[src/rtl/master_spi.sv]
// master_spi: single-clock SPI master for the register-access protocol.
//
// A command (address, read/write, burst length - 1) is turned into one
// chip-select framed transfer: an ALINES+1 bit header {addr, rd}, followed by
// cmd_len+1 data words of DWIDTH bits. Mode 0, MSB first. The slave handles
// address auto-increment; this block only counts words.
//
// Ports:
//   clk, rst                  system clock, synchronous active-high reset
//   cmd_valid / cmd_ready     command handshake (cmd_ready high only in IDLE)
//   cmd_rd, cmd_addr, cmd_len burst direction, start address, length - 1
//   wdata, wdata_valid        write word source
//   wdata_ready               one-cycle pulse when a write word is taken
//   rdata, rdata_valid        read word and its one-cycle strobe
//   done                      pulse when spi_cs_n returns high
//   busy                      high from accept until cmd_ready reasserts
//   spi_clk, spi_cs_n,
//   spi_mosi, spi_miso        SPI bus (outputs registered)
module master_spi #(
    parameter int DWIDTH   = 16,
    parameter int ALINES   = 7,
    parameter int CLK_DIV  = 4,
    parameter int CS_SETUP = 2,
    parameter int CS_HOLD  = 2
) (
    input  logic              clk,
    input  logic              rst,
    input  logic              cmd_valid,
    output logic              cmd_ready,
    input  logic              cmd_rd,
    input  logic [ALINES-1:0] cmd_addr,
    input  logic [ALINES-1:0] cmd_len,
    input  logic [DWIDTH-1:0] wdata,
    input  logic              wdata_valid,
    output logic              wdata_ready,
    output logic [DWIDTH-1:0] rdata,
    output logic              rdata_valid,
    output logic              done,
    output logic              busy,
    output logic              spi_clk,
    output logic              spi_cs_n,
    output logic              spi_mosi,
    input  logic              spi_miso
);

    localparam int HW   = ALINES + 1;
    localparam int CMAX = (CLK_DIV > CS_SETUP)
                        ? ((CLK_DIV > CS_HOLD) ? CLK_DIV : CS_HOLD)
                        : ((CS_SETUP > CS_HOLD) ? CS_SETUP : CS_HOLD);
    localparam int CW   = $clog2(CMAX + 1);
    localparam int BW   = $clog2(DWIDTH + 1);

    localparam logic [CW-1:0] DIV_LAST   = CW'(CLK_DIV - 1);
    localparam logic [CW-1:0] SETUP_LAST = CW'(CS_SETUP - 1);
    localparam logic [CW-1:0] HOLD_LAST  = CW'(CS_HOLD - 1);
    localparam logic [BW-1:0] HDR_BITS   = BW'(HW);
    localparam logic [BW-1:0] WORD_BITS  = BW'(DWIDTH);
    localparam logic [BW-1:0] WORD_LAST  = BW'(DWIDTH - 1);

    typedef enum logic [2:0] {
        IDLE,
        SETUP,
        HEADER,
        DATA,
        WSTALL,
        HOLD,
        GAP
    } state_t;

    state_t state, state_nx;

    logic [CW-1:0]     cnt, cnt_nx;         // half-period / setup / hold / gap timer
    logic [BW-1:0]     bit_cnt, bit_nx;     // rising edges seen in the current field
    logic [ALINES:0]   word_cnt, word_nx;   // index of the word on the wire
    logic              rd_q, rd_nx;
    logic [ALINES-1:0] len_q, len_nx;
    logic [DWIDTH-1:0] sh, sh_nx;           // outgoing bits, current bit at MSB
    logic [DWIDTH-1:0] wbuf, wbuf_nx;       // word 0, taken at accept
    logic [DWIDTH-2:0] rx_sh, rx_sh_nx;     // read bits gathered so far
    logic [DWIDTH-1:0] rx_word;
    logic              clk_nx, cs_n_nx, mosi_nx;
    logic [DWIDTH-1:0] rdata_nx;
    logic              rdata_valid_nx, done_nx;
    logic              take_word;

    assign cmd_ready   = (state == IDLE);
    assign busy        = (state != IDLE);
    // Combinational so the word is acknowledged in the cycle it is consumed;
    // masked during reset so an aborted transfer never acknowledges a word.
    assign wdata_ready = take_word & ~rst;

    always_comb begin
        state_nx       = state;
        cnt_nx         = cnt;
        bit_nx         = bit_cnt;
        word_nx        = word_cnt;
        rd_nx          = rd_q;
        len_nx         = len_q;
        sh_nx          = sh;
        wbuf_nx        = wbuf;
        rx_sh_nx       = rx_sh;
        rx_word        = {rx_sh, spi_miso};
        clk_nx         = spi_clk;
        cs_n_nx        = spi_cs_n;
        mosi_nx        = spi_mosi;
        rdata_nx       = rdata;
        rdata_valid_nx = 1'b0;
        done_nx        = 1'b0;
        take_word      = 1'b0;

        case (state)
            IDLE: begin
                // A write is only accepted together with its first word.
                if (cmd_valid && (cmd_rd || wdata_valid)) begin
                    rd_nx     = cmd_rd;
                    len_nx    = cmd_len;
                    wbuf_nx   = wdata;
                    take_word = ~cmd_rd;
                    sh_nx     = DWIDTH'({cmd_addr, cmd_rd}) << (DWIDTH - HW);
                    mosi_nx   = cmd_addr[ALINES-1];
                    cs_n_nx   = 1'b0;
                    cnt_nx    = '0;
                    bit_nx    = '0;
                    word_nx   = '0;
                    state_nx  = SETUP;
                end
            end

            SETUP: begin
                if (cnt == SETUP_LAST) begin
                    clk_nx   = 1'b1;
                    bit_nx   = BW'(1);
                    cnt_nx   = '0;
                    state_nx = HEADER;
                end else begin
                    cnt_nx = cnt + CW'(1);
                end
            end

            HEADER, DATA: begin
                if (cnt != DIV_LAST) begin
                    cnt_nx = cnt + CW'(1);
                end else begin
                    cnt_nx = '0;
                    if (!spi_clk) begin
                        // Rising edge: the slave samples MOSI, we sample MISO.
                        clk_nx = 1'b1;
                        bit_nx = bit_cnt + BW'(1);
                        if (state == DATA && rd_q) begin
                            rx_sh_nx = rx_word[DWIDTH-2:0];
                            if (bit_cnt == WORD_LAST) begin
                                rdata_nx       = rx_word;
                                rdata_valid_nx = 1'b1;
                            end
                        end
                    end else begin
                        // Falling edge: present the next MOSI bit.
                        clk_nx = 1'b0;
                        if (state == HEADER) begin
                            if (bit_cnt == HDR_BITS) begin
                                bit_nx   = '0;
                                state_nx = DATA;
                                sh_nx    = rd_q ? '0 : wbuf;
                                mosi_nx  = rd_q ? 1'b0 : wbuf[DWIDTH-1];
                            end else begin
                                sh_nx   = sh << 1;
                                mosi_nx = sh[DWIDTH-2];
                            end
                        end else if (bit_cnt == WORD_BITS) begin
                            bit_nx = '0;
                            if (word_cnt == {1'b0, len_q}) begin
                                mosi_nx  = 1'b0;
                                state_nx = HOLD;
                            end else begin
                                word_nx = word_cnt + 1'b1;
                                if (rd_q) begin
                                    mosi_nx = 1'b0;
                                end else if (wdata_valid) begin
                                    take_word = 1'b1;
                                    sh_nx     = wdata;
                                    mosi_nx   = wdata[DWIDTH-1];
                                end else begin
                                    mosi_nx  = 1'b0;
                                    state_nx = WSTALL;
                                end
                            end
                        end else begin
                            sh_nx   = sh << 1;
                            mosi_nx = sh[DWIDTH-2];
                        end
                    end
                end
            end

            WSTALL: begin
                // spi_clk is already low; the timer is preset to 1 so the
                // next rise lands CLK_DIV cycles after the word arrives.
                if (wdata_valid) begin
                    take_word = 1'b1;
                    sh_nx     = wdata;
                    mosi_nx   = wdata[DWIDTH-1];
                    cnt_nx    = CW'(1);
                    state_nx  = DATA;
                end
            end

            HOLD: begin
                if (cnt == HOLD_LAST) begin
                    cs_n_nx  = 1'b1;
                    done_nx  = 1'b1;
                    cnt_nx   = '0;
                    state_nx = GAP;
                end else begin
                    cnt_nx = cnt + CW'(1);
                end
            end

            GAP: begin
                if (cnt == DIV_LAST) begin
                    cnt_nx   = '0;
                    state_nx = IDLE;
                end else begin
                    cnt_nx = cnt + CW'(1);
                end
            end

            default: begin
                state_nx = IDLE;
            end
        endcase
    end

    always_ff @(posedge clk) begin
        if (rst) begin
            state       <= IDLE;
            cnt         <= '0;
            bit_cnt     <= '0;
            word_cnt    <= '0;
            rd_q        <= 1'b0;
            len_q       <= '0;
            sh          <= '0;
            wbuf        <= '0;
            rx_sh       <= '0;
            spi_clk     <= 1'b0;
            spi_cs_n    <= 1'b1;
            spi_mosi    <= 1'b0;
            rdata       <= '0;
            rdata_valid <= 1'b0;
            done        <= 1'b0;
        end else begin
            state       <= state_nx;
            cnt         <= cnt_nx;
            bit_cnt     <= bit_nx;
            word_cnt    <= word_nx;
            rd_q        <= rd_nx;
            len_q       <= len_nx;
            sh          <= sh_nx;
            wbuf        <= wbuf_nx;
            rx_sh       <= rx_sh_nx;
            spi_clk     <= clk_nx;
            spi_cs_n    <= cs_n_nx;
            spi_mosi    <= mosi_nx;
            rdata       <= rdata_nx;
            rdata_valid <= rdata_valid_nx;
            done        <= done_nx;
        end
    end

endmodule

[config.mk]
export PLATFORM = sky130hd
export DESIGN_NAME = master_spi
export DESIGN_NICKNAME = d
export VERILOG_FILES = /design/src/rtl/master_spi.sv
export SDC_FILE = /design/constraint.sdc
export NUM_CORES = 1
export LEC_CHECK = 0
export CAP_MARGIN = 10
export CORE_MARGIN = 3
export CORE_UTILIZATION = 59
export DETAILED_ROUTE_END_ITERATION = 10
export HOLD_SLACK_MARGIN = 0.02
export PLACE_DENSITY_LB_ADDON = 0.08
export RECOVER_POWER = 100
export SYNTH_ARGS = -nofsm -noshare
export SYNTH_HDL_FRONTEND = slang
export SYNTH_SLANG_ARGS = --single-unit
[constraint.sdc]
create_clock -name clk -period 4.3 [get_ports clk]
set_input_delay 0.86 -clock clk [delete_from_list [all_inputs] [get_ports clk]]
set_output_delay 0.86 -clock clk [all_outputs]
set_load 0.01 [all_outputs]
==> impl_metrics.tcl, run 1 <==
set metrics [dict create \
    dieWidth_microns 95.46 \
    cts_setup_buffers 0 \
    syn_inst 590 \
    min_from "rdata[2]$_SDFFE_PP0P_" \
    ys_warn_count 0 \
    pwr-share-comb 0.366 \
    grt_max_degree 76 \
    synth_top_cell_by_area "dfxtp_1" \
    seq_power_share 0.418 \
    swShare 0.4020 \
    r2r-end "word_cnt[1]$_SDFFE_PP0P_" \
    violations "capacitance limit, slew limit" \
    syn_avg_cell_area_sq_um 8.003 \
    wirelength_microns 11780 \
    max-vdd-ir-drop_mv 0.2556 \
    rr_worst_depth 5 \
    synth_nets 634 \
    dr.first_iter.drc_count 285 \
    crit_slowest_cell "nor3b_2" \
    fin_nets 674 \
    timing.final.crit_period_ns 3.883 \
    cp.required_ns 3.44 \
    hpwl_microns 8006 \
    r2r_start "state[1]$_SDFFE_PP0P_" \
    via_per_inst 6.078 \
    p_clk_frac 0.216 \
    p_switching_w 0.001067 \
    skew_ns 0.01239 \
    final_layout_size_suffix_gt1_frac 0.06142 \
    wl_per_cell_microns 16.05 \
    synthArstFlopShare 0 \
    insertion_delay_ns 0.37 \
    area_delta_synth_final_pct 16.45 \
    fmax_mhz 257.5 \
    io_buffer_count 59 \
    place_congestion 0.9297 \
    power_density_nw_per_um2 482.5 \
    die_height_microns 95.46 \
    clkSlewWorstSetupHoldPaths_ns 0.11 \
    grt_pass1_wl_microns 19440 \
    cp_max_fo 16 \
    h-tree-depth 3 \
    vias 4461 \
    synth_area_leaders "dfxtp_1 40%, nand2_1 11%, a21oi_1 10%, mux2i_1 3.6%, a221oi_1 2.8%" \
    status "finished with violations" \
    crit_family "simple AND/OR/NAND/NOR gates" \
    grt_pass1_vias 4135 \
    dieArea_sq_um 9113 \
    numCtsBuffers 9 \
    p_leak_nw 2.009 \
    setup_violations 0 \
    ys_seq_area_frac 0.3985 \
    crit_buf_inv 1 \
    hold_path_class "reg2reg" \
    cp_cell_sequence "nor3b_2 -> o21ai_0 -> a211oi_1 -> dlygate4sd3_1" \
    ant_nets 0 \
    first_pass_iters 5 \
    tightest_slew_ns 3.207 \
    initial_utilization 0.6275 \
    final-max-slew-violation-count 76 \
    setup_tns_ns 0 \
    relSlewSlack -1.138 \
    yosys_most_used_dff "dfxtp_1" \
    startpoint_type "flip-flop" \
    grt_usage 0.2646 \
    drc 0 \
    synth-edff-count 0 \
    core_sq_um 7525 \
    antenna_cells 0 \
    r2r_slack_ns 1.50 \
    arrival_ns 3.02 \
    cts_tree "yes" \
    hold_violations 0 \
    cts_root_buffer "clkbuf_8" \
    power_w 0.002653 \
    clock_tree.buffer_depth 2 \
    synth_area_sq_um 4722 \
    cts_resized 0 \
    path_class "reg2out" \
    rsz0062_at_grt "false" \
    period_share 0.9031 \
    synth.top_cell.area_share 0.3985 \
    overflow 0 \
    synth_cell_types 62 \
    hold_depth 2 \
    p_int_w 0.001587 \
    holdPathEnd "rdata[2]$_SDFFE_PP0P_" \
    rows 31 \
    antenna_found_initial 0 \
    cts.sinks 94 \
    postCtsHoldBufs 0 \
    yosys_register_bits 94 \
    postLayoutCoreUtil 0.7308 \
    io_pins 60 \
    critPathMaxStageDelay_ns 0.89 \
    worstSetupEndpointType "output port" \
    maxCapViolCount 1 \
]
placed cells by master, fill, tap and decap left out, types with 10 or more instances in the layout:
cell / netlist / layout
inv_1: 11 / 11
a221oi_1: 15 / 15
o31ai_1: 15 / 15
mux2i_1: 17 / 17
nand2_1: 135 / 135
dfxtp_1: 94 / 94
o21ai_0: 9 / 11
buf_4: 2 / 10
a21oi_1: 95 / 95
nand3_1: 11 / 11
clkdlybuf4s50_1: 0 / 33
nor2_1: 23 / 23
dlygate4sd3_1: 0 / 25
power by group through the flow:
stage / combinational (W) / sequential (W) / clock (W)
floorplan: 0.000723 / 0.00108 / 0
global placement: 0.000950 / 0.00112 / 0
detailed placement: 0.000976 / 0.00112 / 0
CTS: 0.000980 / 0.00111 / 0.000575
global route: 0.00106 / 0.00113 / 0.000611
finish: 0.000971 / 0.00111 / 0.000572
cell usage after synthesis (3+ instances only):
master	instances
mux2i_1	17
nand2_1	135
buf_2	14
a21oi_1	95
nor2b_1	8
and3_1	5
clkbuf_1	24
xor2_1	7
o21ai_0	9
nand4_1	3
dfxtp_1	94
inv_1	11
o31ai_1	15
a211oi_1	3
o2bb2ai_1	7
a221oi_1	15
o21ai_1	3
a31oi_1	5
a2111o_1	5
or4_1	3
nand3_1	11
or3_1	6
o2111ai_1	3
nand2b_1	4
nor3b_2	3
ha_1	8
nor2_1	23
nor3_1	7
how the worst max path moves through the flow:
| stage | start | end | slack [ns] | cells after the start |
|---|---|---|---|---|
| 5_1_grt | rst | word_cnt[4]$_SDFFE_PP0P_ | 0.18 | 5 |
| 4_1_cts | state[2]$_SDFFE_PP0P_ | wdata_ready | 0.49 | 4 |
| 2_1_floorplan | wdata_valid | wdata_ready | 1.64 | 4 |
| 6_report | state[2]$_SDFFE_PP0P_ | wdata_ready | 0.42 | 4 |
| 3_5_place_dp | cmd_rd | wdata_ready | 0.58 | 5 |
| 3_3_place_gp | cmd_rd | wdata_ready | 0.58 | 5 |
final cells by class:
class	count	area (sq um)
inverter	12	45.04
clock buffer	9	123.9
multi-input combinational	441	2587
tap	99	123.9
clock inverter	7	66.31
sequential	94	1882
fill	614	2026
timing repair buffer	72	670.6
state kept, by name, indices dropped and copies added (netlist names), 3 cells and up:
signal / cells
bit_cnt: 5
cnt: 3
len_q: 7
rdata: 16
rx_sh: 15
sh: 15
state: 3
wbuf: 16
word_cnt: 8
per-layer routing:
layer | global-route usage | vias to the layer above | share of wire
met3 | 0.04657 | 17 | 0.070
met4 | 0.09360 | 0 | 0.014
met1 | 0.3550 | 2066 | 0.44
li1 | - | 2197 | -
met5 | 0 | - | 0
met2 | 0.4280 | 181 | 0.47
per-stage QoR:
stage	worst slack, ns	cells	area [sq um]	hold WS (ns)
4_1_cts	0.4872	734	5518	0.4626
5_1_grt	0.1752	734	5499	0.4750
2_1_floorplan	1.638	590	4722	0.4316
3_3_place_gp	0.5850	718	5328	0.4427
6_report	0.4168	734	5499	0.4591
3_5_place_dp	0.5758	718	5328	0.4489
worst reg2reg max path, cell delays in order (launching register included):
cell     delay (ns)
dfxtp_1        0.56
nor2b_1        0.91
a22o_1         0.37
a211o_1        0.44
a21o_1         0.19
a21oi_1        0.06
logic make-up (layout without fill, tap and decap cells):
kind of cell,after synthesis,after routing,share of synthesized area
simple gates,225,225,0.2252
xor+xnor,7,7,0.01298
mux,19,19,0.04080
fa+ha+maj,8,8,0.02120
buf+inv,55,100,0.05220
flops,94,94,0.3985
compound gates,182,182,0.2491
(Power assumes the default switching activity.)
==> inputs of run 2 (changes only) <==
--- a/config.mk
+++ b/config.mk
@@ -5,7 +5,6 @@
 export SDC_FILE = /design/constraint.sdc
 export NUM_CORES = 1
 export LEC_CHECK = 0
-export CAP_MARGIN = 10
 export CORE_MARGIN = 3
 export CORE_UTILIZATION = 59
 export DETAILED_ROUTE_END_ITERATION = 10
==> results of run 2 <==
Final layout, timing and power as in run 1 (identical DEF).
==> inputs of run 3 (changes only) <==
--- a/config.mk
+++ b/config.mk
@@ -5,8 +5,10 @@
 export SDC_FILE = /design/constraint.sdc
 export NUM_CORES = 1
 export LEC_CHECK = 0
+export CAP_MARGIN = 20
 export CORE_MARGIN = 3
-export CORE_UTILIZATION = 59
+export CORE_UTILIZATION = 25
+export CTS_CLUSTER_SIZE = 12
 export DETAILED_ROUTE_END_ITERATION = 10
 export HOLD_SLACK_MARGIN = 0.02
 export PLACE_DENSITY_LB_ADDON = 0.08
==> run 3 against run 2 <==
The flow still finishes with violations (capacitance limit, slew limit). Sequential share of layout area fell by 1.7 points. Global-route usage shrank 12 points. Non-clock buffer count grew 3. Flip-flop and latch count did not move. Design area up 5.2%. First-iteration DRC count up 2.1%. Power rose by 11%. Critical path type is now in2out. Largest cell class unchanged.
==> impl_metrics.tcl, run 3 (synthesis gave the netlist of run 1 again) <==
set metrics [dict create \
    status "finished with violations" \
    violations "capacitance limit, slew limit" \
    hold_path_class "reg2reg" \
    cp_max_fo 5 \
    critPathMaxStageDelay_ns 0.67 \
    startpoint_type "input port" \
    antenna_found_initial 0 \
    dieArea_sq_um 20570 \
    worst_slack_ns 0.3243 \
    clock_tree.buffer_depth 2 \
    maxCapViolCount 2 \
    p_leak_nw 2.076 \
    vias 4339 \
    rsz0062_at_grt "false" \
    overflow 0 \
    crit_family "buffers and inverters" \
    relSlewSlack -0.2964 \
    final-max-slew-violation-count 80 \
    die_height_microns 143.4 \
    cts_setup_buffers 0 \
    fmax_mhz 251.5 \
    hpwl_microns 9610 \
    cts_resized 0 \
    power_w 0.002947 \
    via_per_inst 5.005 \
    clkSlewWorstSetupHoldPaths_ns 0.08 \
    place_ws_ns 0.3704 \
    cp.required_ns 3.44 \
    setup_violations 0 \
    mostFrequentLayoutCell "nand2_1" \
    cts_root_buffer "clkbuf_16" \
    grt_pass1_wl_microns 22980 \
    initial_utilization 0.2585 \
    grt_pass1_vias 4080 \
    antenna_cells 0 \
    dieWidth_microns 143.4 \
    crit_slowest_cell "dlygate4sd3_1" \
    cts.sinks 94 \
    arrival_ns 3.12 \
    io_pins 60 \
    period_share 0.9246 \
    rows 49 \
    final_layout_size_suffix_gt1_frac 0.06270 \
    h-tree-depth 3 \
    fin_nets 677 \
    timing.final.crit_period_ns 3.976 \
    most-common-layout-cells "135 x nand2_1, 96 x a21oi_1, 94 x dfxtp_1" \
    io_buffer_count 59 \
    numCtsBuffers 9 \
    wl_per_cell_microns 16.56 \
    wirelength_microns 14350 \
    place_congestion 0.7728 \
    setup_tns_ns 0 \
    core_sq_um 18270 \
    area_delta_synth_final_pct 22.47 \
    crit_buf_inv 2 \
    path_class "in2out" \
    tightest_slew_ns 1.945 \
    worstSetupEndpointType "output port" \
    ant_nets 0 \
    postCtsHoldBufs 0 \
    first_pass_iters 4 \
    drc 0 \
    max-vdd-ir-drop_mv 0.2034 \
    r2r_slack_ns 1.06 \
    grt_max_degree 41 \
    grt_usage 0.1419 \
    hold_violations 0 \
    dr.first_iter.drc_count 291 \
    skew_ns 0.01003 \
    cp_cell_sequence "clkdlybuf4s50_1 -> o21ai_0 -> or3_1 -> a211oi_1 -> dlygate4sd3_1" \
    cts_tree "yes" \
    insertion_delay_ns 0.36 \
    reg.largest.list "rdata x16, wbuf x16" \
    power_density_nw_per_um2 509.5 \
]
run 3: metrics by stage:
step / util / cell area [sq um] / hold WS (ns) / instances
2_1_floorplan: - / 4722 / 0.4316 / 590
3_3_place_gp: 0.3019 / 5515 / 0.4430 / 851
3_5_place_dp: 0.3019 / 5515 / 0.4459 / 851
4_1_cts: 0.3184 / 5817 / 0.4579 / 867
5_1_grt: 0.3165 / 5783 / 0.4728 / 867
6_report: 0.3165 / 5783 / 0.4515 / 867
run 3: final timing paths:
kind / start / endpoint / cells after the start
max: cmd_rd / wdata_ready / 5
min: rdata[0]$_SDFFE_PP0P_ / rdata[0]$_SDFFE_PP0P_ / 2
max reg2reg: state[1]$_SDFFE_PP0P_ / rdata[9]$_SDFFE_PP0P_ / 6
min reg2reg: rdata[0]$_SDFFE_PP0P_ / rdata[0]$_SDFFE_PP0P_ / 2
run 3: layout make-up:
| cell class | instances | area [sq um] |
|---|---|---|
| Sequential cell | 94 | 1882 |
| Clock inverter | 7 | 76.32 |
| Tap cell | 229 | 286.5 |
| Multi-Input combinational cell | 441 | 2577 |
| Timing Repair Buffer | 75 | 690.7 |
| Fill cell | 1946 | 12490 |
| Clock buffer | 9 | 225.2 |
| Inverter | 12 | 45.04 |
run 3: report_power, final:
group	internal [W]	switching [W]
Sequential	0.000990	0.000117
Combinational	0.000378	0.000641
Clock	0.000413	0.000408
run 3: worst register-to-register path: stages, from the launching register on:
cell and delay (ns):
dfxtp_1 0.59, clkbuf_1 0.38, nor3b_1 0.57, and4_1 0.69, nand2_1 0.54, nand2_1 0.20
a21oi_1 0.08
run 3: routing by layer:
metal  routed length (microns)  vias to the layer above  track usage
li1                          -                     2199            -
met4                       193                        0      0.03667
met5                         0                        -            0
met3                       485                       12      0.03461
met2                      6520                       63       0.2254
met1                      7154                     2065       0.1936
